**src/rtl/trakball_pkg.sv**
```systemverilog
//------------------------------------------------------------------------------
// Module   : trakball_pkg
// Purpose  : Shared types, Gray-sequence constants and helpers for the
//            Centipede trackball quadrature front end.
// Revision : 1.0
//------------------------------------------------------------------------------
`default_nettype none

package trakball_pkg;

   localparam int c_cnt_w = 4;

   typedef logic signed [2:0] delta_t;
   typedef logic        [1:0] qstate_t;

   // {A,B} states in forward order; stepping forward through them is +1
   localparam qstate_t c_q_s0 = 2'b00;
   localparam qstate_t c_q_s1 = 2'b01;
   localparam qstate_t c_q_s2 = 2'b11;
   localparam qstate_t c_q_s3 = 2'b10;

   function automatic logic [1:0] gray_pos(input qstate_t s);
      logic [1:0] p;
      case (s)
         c_q_s0:  p = 2'd0;
         c_q_s1:  p = 2'd1;
         c_q_s2:  p = 2'd2;
         default: p = 2'd3;
      endcase
      return p;
   endfunction

   function automatic delta_t emu_delta(input logic tick, input logic inc, input logic dec);
      delta_t d;
      d = '0;
      if (tick && inc && !dec)
         d = 3'sd1;
      else if (tick && dec && !inc)
         d = -3'sd1;
      return d;
   endfunction

endpackage

`default_nettype wire

```
**src/rtl/qdec_axis.sv**
```systemverilog
//------------------------------------------------------------------------------
// Module   : qdec_axis
// Purpose  : One quadrature axis: synchroniser, optional glitch filter
//            (TRAKBALL_FILTER_EN), init capture, decode and illegal flag.
// Revision : 1.0
//------------------------------------------------------------------------------
`default_nettype none

module qdec_axis
   import trakball_pkg::*;
#(
   parameter int SYNC_STAGES = 2,
   parameter int FILT_LEN    = 4
) (
   input  logic   clk_12mhz,
   input  logic   reset_n,
   input  logic   i_qa,
   input  logic   i_qb,
   output delta_t o_delta,
   output logic   o_err
);

`ifdef TRAKBALL_FILTER_EN
   localparam int c_use_filt = 1;
`else
   localparam int c_use_filt = 0;
`endif
   // init stays set until the first real sample has crossed the whole pipeline
   localparam int c_fill = SYNC_STAGES + 1 + c_use_filt * FILT_LEN;

   qstate_t [SYNC_STAGES-1:0] r_sync;
   qstate_t                   w_sync;
   qstate_t                   w_state;
   qstate_t                   r_prev;
   logic    [c_fill-1:0]      r_fill;
   logic                      w_init;
   logic    [1:0]             w_step;
   delta_t                    w_delta;
   logic                      w_illegal;
   delta_t                    r_delta;
   logic                      r_err;

   always_ff @(posedge clk_12mhz or negedge reset_n) begin
      if (!reset_n)
         r_sync <= '0;
      else
         r_sync <= {r_sync[SYNC_STAGES-2:0], i_qa, i_qb};
   end

   assign w_sync = r_sync[SYNC_STAGES-1];

`ifdef TRAKBALL_FILTER_EN
   localparam int c_fcnt_w = $clog2(FILT_LEN);

   for (genvar gi = 0; gi < 2; gi++) begin : g_filt
      logic [c_fcnt_w-1:0] r_fcnt;
      logic                r_out;

      always_ff @(posedge clk_12mhz or negedge reset_n) begin
         if (!reset_n) begin
            r_fcnt <= '0;
            r_out  <= 1'b0;
         end else if (w_sync[gi] == r_out) begin
            r_fcnt <= '0;
         end else if (r_fcnt == c_fcnt_w'(FILT_LEN - 1)) begin
            r_fcnt <= '0;
            r_out  <= w_sync[gi];
         end else begin
            r_fcnt <= r_fcnt + 1'b1;
         end
      end

      assign w_state[gi] = r_out;
   end
`else
   assign w_state = w_sync;
`endif

   assign w_init = ~r_fill[c_fill-1];

   always_comb begin
      w_delta   = '0;
      w_illegal = 1'b0;
      w_step    = gray_pos(w_state) - gray_pos(r_prev);
      case (w_step)
         2'd1:    w_delta   = 3'sd1;
         2'd3:    w_delta   = -3'sd1;
         2'd2:    w_illegal = 1'b1;
         default: w_delta   = '0;
      endcase
   end

   always_ff @(posedge clk_12mhz or negedge reset_n) begin
      if (!reset_n) begin
         r_fill  <= '0;
         r_prev  <= '0;
         r_delta <= '0;
         r_err   <= 1'b0;
      end else begin
         r_fill <= {r_fill[c_fill-2:0], 1'b1};
         r_prev <= w_state;
         if (w_init) begin
            r_delta <= '0;
            r_err   <= 1'b0;
         end else begin
            r_delta <= w_delta;
            r_err   <= w_illegal;
         end
      end
   end

   assign o_delta = r_delta;
   assign o_err   = r_err;

endmodule

`default_nettype wire

```
**src/rtl/trakball_qdec.sv**
```systemverilog
//------------------------------------------------------------------------------
// Module   : trakball_qdec
// Purpose  : Two-axis trackball decoder with joystick emulation feeding 4-bit
//            wrap-around position counters. Macro TRAKBALL_FILTER_EN adds a
//            glitch filter on every synchronised phase.
// Revision : 1.0
//------------------------------------------------------------------------------
`default_nettype none

module trakball_qdec
   import trakball_pkg::*;
#(
   parameter int SYNC_STAGES = 2,
   parameter int FILT_LEN    = 4,
   parameter int EMU_DIV     = 20000
) (
   input  logic       clk_12mhz,
   input  logic       reset_n,
   input  logic       qa_h,
   input  logic       qb_h,
   input  logic       qa_v,
   input  logic       qb_v,
   input  logic       emu_left,
   input  logic       emu_right,
   input  logic       emu_up,
   input  logic       emu_down,
   output logic [7:0] trakball_o,
   output logic       h_dir,
   output logic       v_dir,
   output logic       step_h,
   output logic       step_v,
   output logic       err_o
);

   localparam int c_pre_w = $clog2(EMU_DIV);

   delta_t               w_qd_h, w_qd_v;
   delta_t               w_ed_h, w_ed_v;
   delta_t               w_sum_h, w_sum_v;
   logic                 w_err_h, w_err_v;
   logic                 w_tick;
   logic [c_pre_w-1:0]   r_presc;
   logic [c_cnt_w-1:0]   r_h_cnt, r_v_cnt;
   logic                 r_h_dir, r_v_dir;
   logic                 r_step_h, r_step_v;
   logic                 r_err;

   qdec_axis #(
      .SYNC_STAGES (SYNC_STAGES),
      .FILT_LEN    (FILT_LEN)
   ) u_axis_h (
      .clk_12mhz (clk_12mhz),
      .reset_n   (reset_n),
      .i_qa      (qa_h),
      .i_qb      (qb_h),
      .o_delta   (w_qd_h),
      .o_err     (w_err_h)
   );

   qdec_axis #(
      .SYNC_STAGES (SYNC_STAGES),
      .FILT_LEN    (FILT_LEN)
   ) u_axis_v (
      .clk_12mhz (clk_12mhz),
      .reset_n   (reset_n),
      .i_qa      (qa_v),
      .i_qb      (qb_v),
      .o_delta   (w_qd_v),
      .o_err     (w_err_v)
   );

   assign w_tick = (r_presc == c_pre_w'(EMU_DIV - 1));

   always_ff @(posedge clk_12mhz or negedge reset_n) begin
      if (!reset_n)
         r_presc <= '0;
      else if (w_tick)
         r_presc <= '0;
      else
         r_presc <= r_presc + 1'b1;
   end

   assign w_ed_h  = emu_delta(w_tick, emu_right, emu_left);
   assign w_ed_v  = emu_delta(w_tick, emu_up, emu_down);
   // -2..+2 fits the 3-bit signed delta, so the sum cannot overflow
   assign w_sum_h = w_qd_h + w_ed_h;
   assign w_sum_v = w_qd_v + w_ed_v;

   always_ff @(posedge clk_12mhz or negedge reset_n) begin
      if (!reset_n) begin
         r_h_cnt  <= '0;
         r_v_cnt  <= '0;
         r_h_dir  <= 1'b0;
         r_v_dir  <= 1'b0;
         r_step_h <= 1'b0;
         r_step_v <= 1'b0;
         r_err    <= 1'b0;
      end else begin
         r_h_cnt  <= r_h_cnt + c_cnt_w'(w_sum_h);
         r_v_cnt  <= r_v_cnt + c_cnt_w'(w_sum_v);
         r_step_h <= (w_sum_h != '0);
         r_step_v <= (w_sum_v != '0);
         if (w_sum_h != '0)
            r_h_dir <= w_sum_h[2];
         if (w_sum_v != '0)
            r_v_dir <= w_sum_v[2];
         r_err <= r_err | w_err_h | w_err_v;
      end
   end

   assign trakball_o = {r_v_cnt, r_h_cnt};
   assign h_dir      = r_h_dir;
   assign v_dir      = r_v_dir;
   assign step_h     = r_step_h;
   assign step_v     = r_step_v;
   assign err_o      = r_err;

endmodule

`default_nettype wire

```
**config.mk**
```make
export PLATFORM = sky130hd
export DESIGN_NAME = trakball_qdec
export DESIGN_NICKNAME = d
export VERILOG_FILES = /design/src/rtl/trakball_pkg.sv /design/src/rtl/qdec_axis.sv /design/src/rtl/trakball_qdec.sv
export SDC_FILE = /design/constraint.sdc
export NUM_CORES = 1
export LEC_CHECK = 0
export CORE_MARGIN = 3
export CORE_UTILIZATION = 50
export CTS_CLUSTER_DIAMETER = 150
export CTS_CLUSTER_SIZE = 8
export DETAILED_ROUTE_END_ITERATION = 10
export GPL_TIMING_DRIVEN = 0
export PLACE_DENSITY = 0.81
export SLEW_MARGIN = 25
export SYNTH_ARGS = -nofsm -noshare
export SYNTH_HDL_FRONTEND = slang
export SYNTH_SLANG_ARGS = --single-unit
```
**constraint.sdc**
```tcl
create_clock -name clk_12mhz -period 2.8 [get_ports clk_12mhz]
set_clock_uncertainty 0.2 [all_clocks]
set_input_delay 0.28 -clock clk_12mhz [delete_from_list [all_inputs] [get_ports clk_12mhz]]
set_output_delay 0.28 -clock clk_12mhz [all_outputs]
set_load 0.03 [all_outputs]
```
==> metrics <==
slowest CP cell=fa_2; Clock Latency Late Sink=0.31 ns; category of the critical setup timing path=reg -> reg; share of layout cells above drive strength 1=21.3%; worst reg-to-reg path cell count=9; mapped cell area=0.00223 mm^2; Post-layout nets=250; Synth warnings=0; io pins=23; port bufs=22; Die Wd=72.8 um; failing checks=negative setup slack; Vias/cell=5.29; commonest non-fill, non-tap cell in the layout=dfrtp_1; Final Hold Viols=0; First DRT Iteration DRCs=107; Syn Inst Count=173; commonest cells after routing, fill and taps aside=dfrtp_1, clkdlybuf4s50_1, nor2_1; Worst Hold Depth=0; clk sinks=49; Final ANT Viol Nets=0; RSZ-0062 raised after global routing=true; net count after synthesis=208; Root Driver=clkbuf_8; remaining global-route overflow=0; Area Growth Syn to Fin=27.3%; PD cells=671 mW/mm^2; largest net degree at the start of global routing=28; Die Y=72.8 um; CP endpoint kind=flip-flop; Post-Syn Area per Cell=12.9 um^2; htree depth=2; post-synthesis sequential area ratio=55.0%; die area=0.00530 mm^2; Max stage delay on crit path=0.54 ns; buffer depth of the longest clock path=2; DRC violations left=0; row cnt=23; Leak Pwr=1.31 nW; Setup WS pre-CTS=-0.324 ns; Final Cycle Share=100%; outcome=finished, violations left; Distinct cells, synth=28; Critical Path Fanout Max=5; Slew HR=57.8%; vias=1,407; global-route wire length before repair=7080 um; Tmin final=2.81 ns; GPL Wtd Cong=0.815; Max VDD drop=0.000300 V; number of fill cells in the layout=288; number of max-cap violations=0; DRT Wirelength=4040 um; Hold Path Class=reg -> reg; CTS tree=built; Tot Pwr=1.90 mW; register area=0.00123 mm^2; f_max=0.356 GHz; multi-input combinational cell area=0.00109 mm^2; Total GRT Usage=17.8%; Final Max Slew Viols=0; core footprint=0.00414 mm^2; diode count=0; Worst-path clk slew=0.09 ns; TritonCTS Buffers=5; vias in the first global route=1,507; DR WL/cell=15.2 um; Final setup viols=2; DP HPWL=2680 um; DR pass1 iterations=4; Worst EP required=2.84 ns; total negative slack=-0.0173 ns; worst-margin pin slew=0.633 ns; FF+latch count, synth=49; Setup WS post-layout=-0.0111 ns; startpoint types=flip-flop; initial antenna violation count=0; initial core utilization=53.8%; Worst EP arrival=2.85 ns; critical-path cell list=nor4b_4 > nand4_1 > buf_6 > nor3b_4 > fa_2 > ha_4 > a21o_1 > a21oi_2 > xnor2_1
## cells in the mapped netlist
| cell | n | area [um^2] |
|---|---|---|
| a21o_1 | 4 | 30.0 |
| nor4b_4 | 1 | 23.8 |
| dfrtp_1 | 49 | 1230 |
| nand3_1 | 5 | 25.0 |
| nor3b_2 | 1 | 12.5 |
| nor2b_1 | 4 | 25.0 |
| and4_2 | 2 | 20.0 |
| and3_2 | 1 | 7.51 |
| xor2_1 | 11 | 96.3 |
| nor4_4 | 1 | 21.3 |
| buf_4 | 1 | 7.51 |
| conb_1 | 1 | 3.75 |
| nand2_1 | 8 | 30.0 |
| inv_1 | 8 | 30.0 |
| mux2_4 | 1 | 15.0 |
| a21oi_1 | 3 | 15.0 |
| nor2_1 | 17 | 63.8 |
| or3_1 | 4 | 25.0 |
| and2_1 | 3 | 18.8 |
| nand4_1 | 5 | 31.3 |
| fa_1 | 6 | 120 |
| xnor2_1 | 11 | 96.3 |
| and4_1 | 1 | 8.76 |
| nor3b_1 | 2 | 15.0 |
| mux2i_1 | 1 | 10.0 |
| ha_1 | 19 | 238 |
| nor3_1 | 2 | 10.0 |
| o21ai_0 | 1 | 5.00 |
## cell families (layout without fill, tap and decap cells)
kind of cell	Yosys count	in the layout	share of synthesized area, %
buf+inv	9	52	1.68
other cells	1	1	0.168
simple gates	57	57	15.1
compound gates	8	8	2.24
fa+ha+maj	25	25	16.0
mux	2	2	1.12
xor+xnor	22	22	8.64
flops	49	49	55.0
## path summary, 6_finish.rpt
kind / startpoint / endpoint / slack, ns
max: r_presc[12] / r_h_cnt[3] / -0.01
min: u_axis_h.r_sync[0] / u_axis_h.w_state[0] / 0.15
max reg2reg: r_presc[12] / r_h_cnt[3] / -0.01
min reg2reg: u_axis_h.r_sync[0] / u_axis_h.w_state[0] / 0.15
max in group asynchronous: reset_n / r_presc[12] / 1.52
min in group asynchronous: reset_n / u_axis_h.o_delta[0] / 0.32
## registers in the layout, indices dropped and copies added (netlist names), 2 cells and up
name and flops:
u_axis_v.o_delta 2, u_axis_h.r_sync 2, u_axis_h.o_delta 2, r_presc 15, u_axis_v.r_fill 2, u_axis_h.r_prev 2
r_h_cnt 4, u_axis_h.w_state 2, r_v_cnt 4, u_axis_v.w_state 2, u_axis_v.r_sync 2, u_axis_v.r_prev 2
## where the power goes
| part | leakage, nW | switching (mW) | total (mW) | internal, mW |
|---|---|---|---|---|
| clock | 0.0385 | 0.219 | 0.396 | 0.177 |
| sequential | 0.596 | 0.0796 | 0.890 | 0.810 |
| combinational | 0.674 | 0.333 | 0.619 | 0.286 |
## per-layer routing
layer / share of wire (%) / global-route usage, % / vias up
met2: 53 / 30.7 / 27
met5: 0 / 0 / -
met1: 41 / 20.5 / 713
li1: - / - / 660
met4: 1.7 / 7.79 / 0
met3: 4.5 / 5.10 / 7
## cell type report
class	instances	share of cell area [%]
Multi-Input combinational cell	115	38.3
Clock inverter	1	0.264
Clock buffer	7	2.69
Inverter	8	1.06
Buffer	1	0.264
Sequential cell	49	43.3
Timing Repair Buffer	35	11.9
Tap cell	50	2.20
## through the flow
step | hold WS, ns | instance area [um^2] | instances | util, %
floorplan | -0.216 | 2250 | 173 | -
global placement | 0.132 | 2530 | 245 | 61.2
detailed placement | 0.132 | 2560 | 246 | 61.7
CTS | 0.154 | 2780 | 263 | 67.1
global route | 0.161 | 2840 | 266 | 68.5
finish | 0.151 | 2840 | 266 | 68.5
## critical path: cells and delay by family (launching register included)
family                   cells  cell delay (ns)
XOR/XNOR                     1             0.12
buffers and inverters        1             0.18
AO/OA/AOI/OAI                2             0.29
flip-flops                   1             0.44
AND/OR/NAND/NOR              3             0.73
adder cells (fa/ha/maj)      2             0.78
## what timing repair did
action / 4_1_cts / 5_1_grt
pin swaps: 9 / 8
setup buffers: 8 / 3
setup endpoints to repair: 7 / 4
resized for setup: 14 / 8
hold buffers: 1 / 0
hold endpoints to repair: 26 / 0
Note: power is estimated with default switching activity, not from simulation.
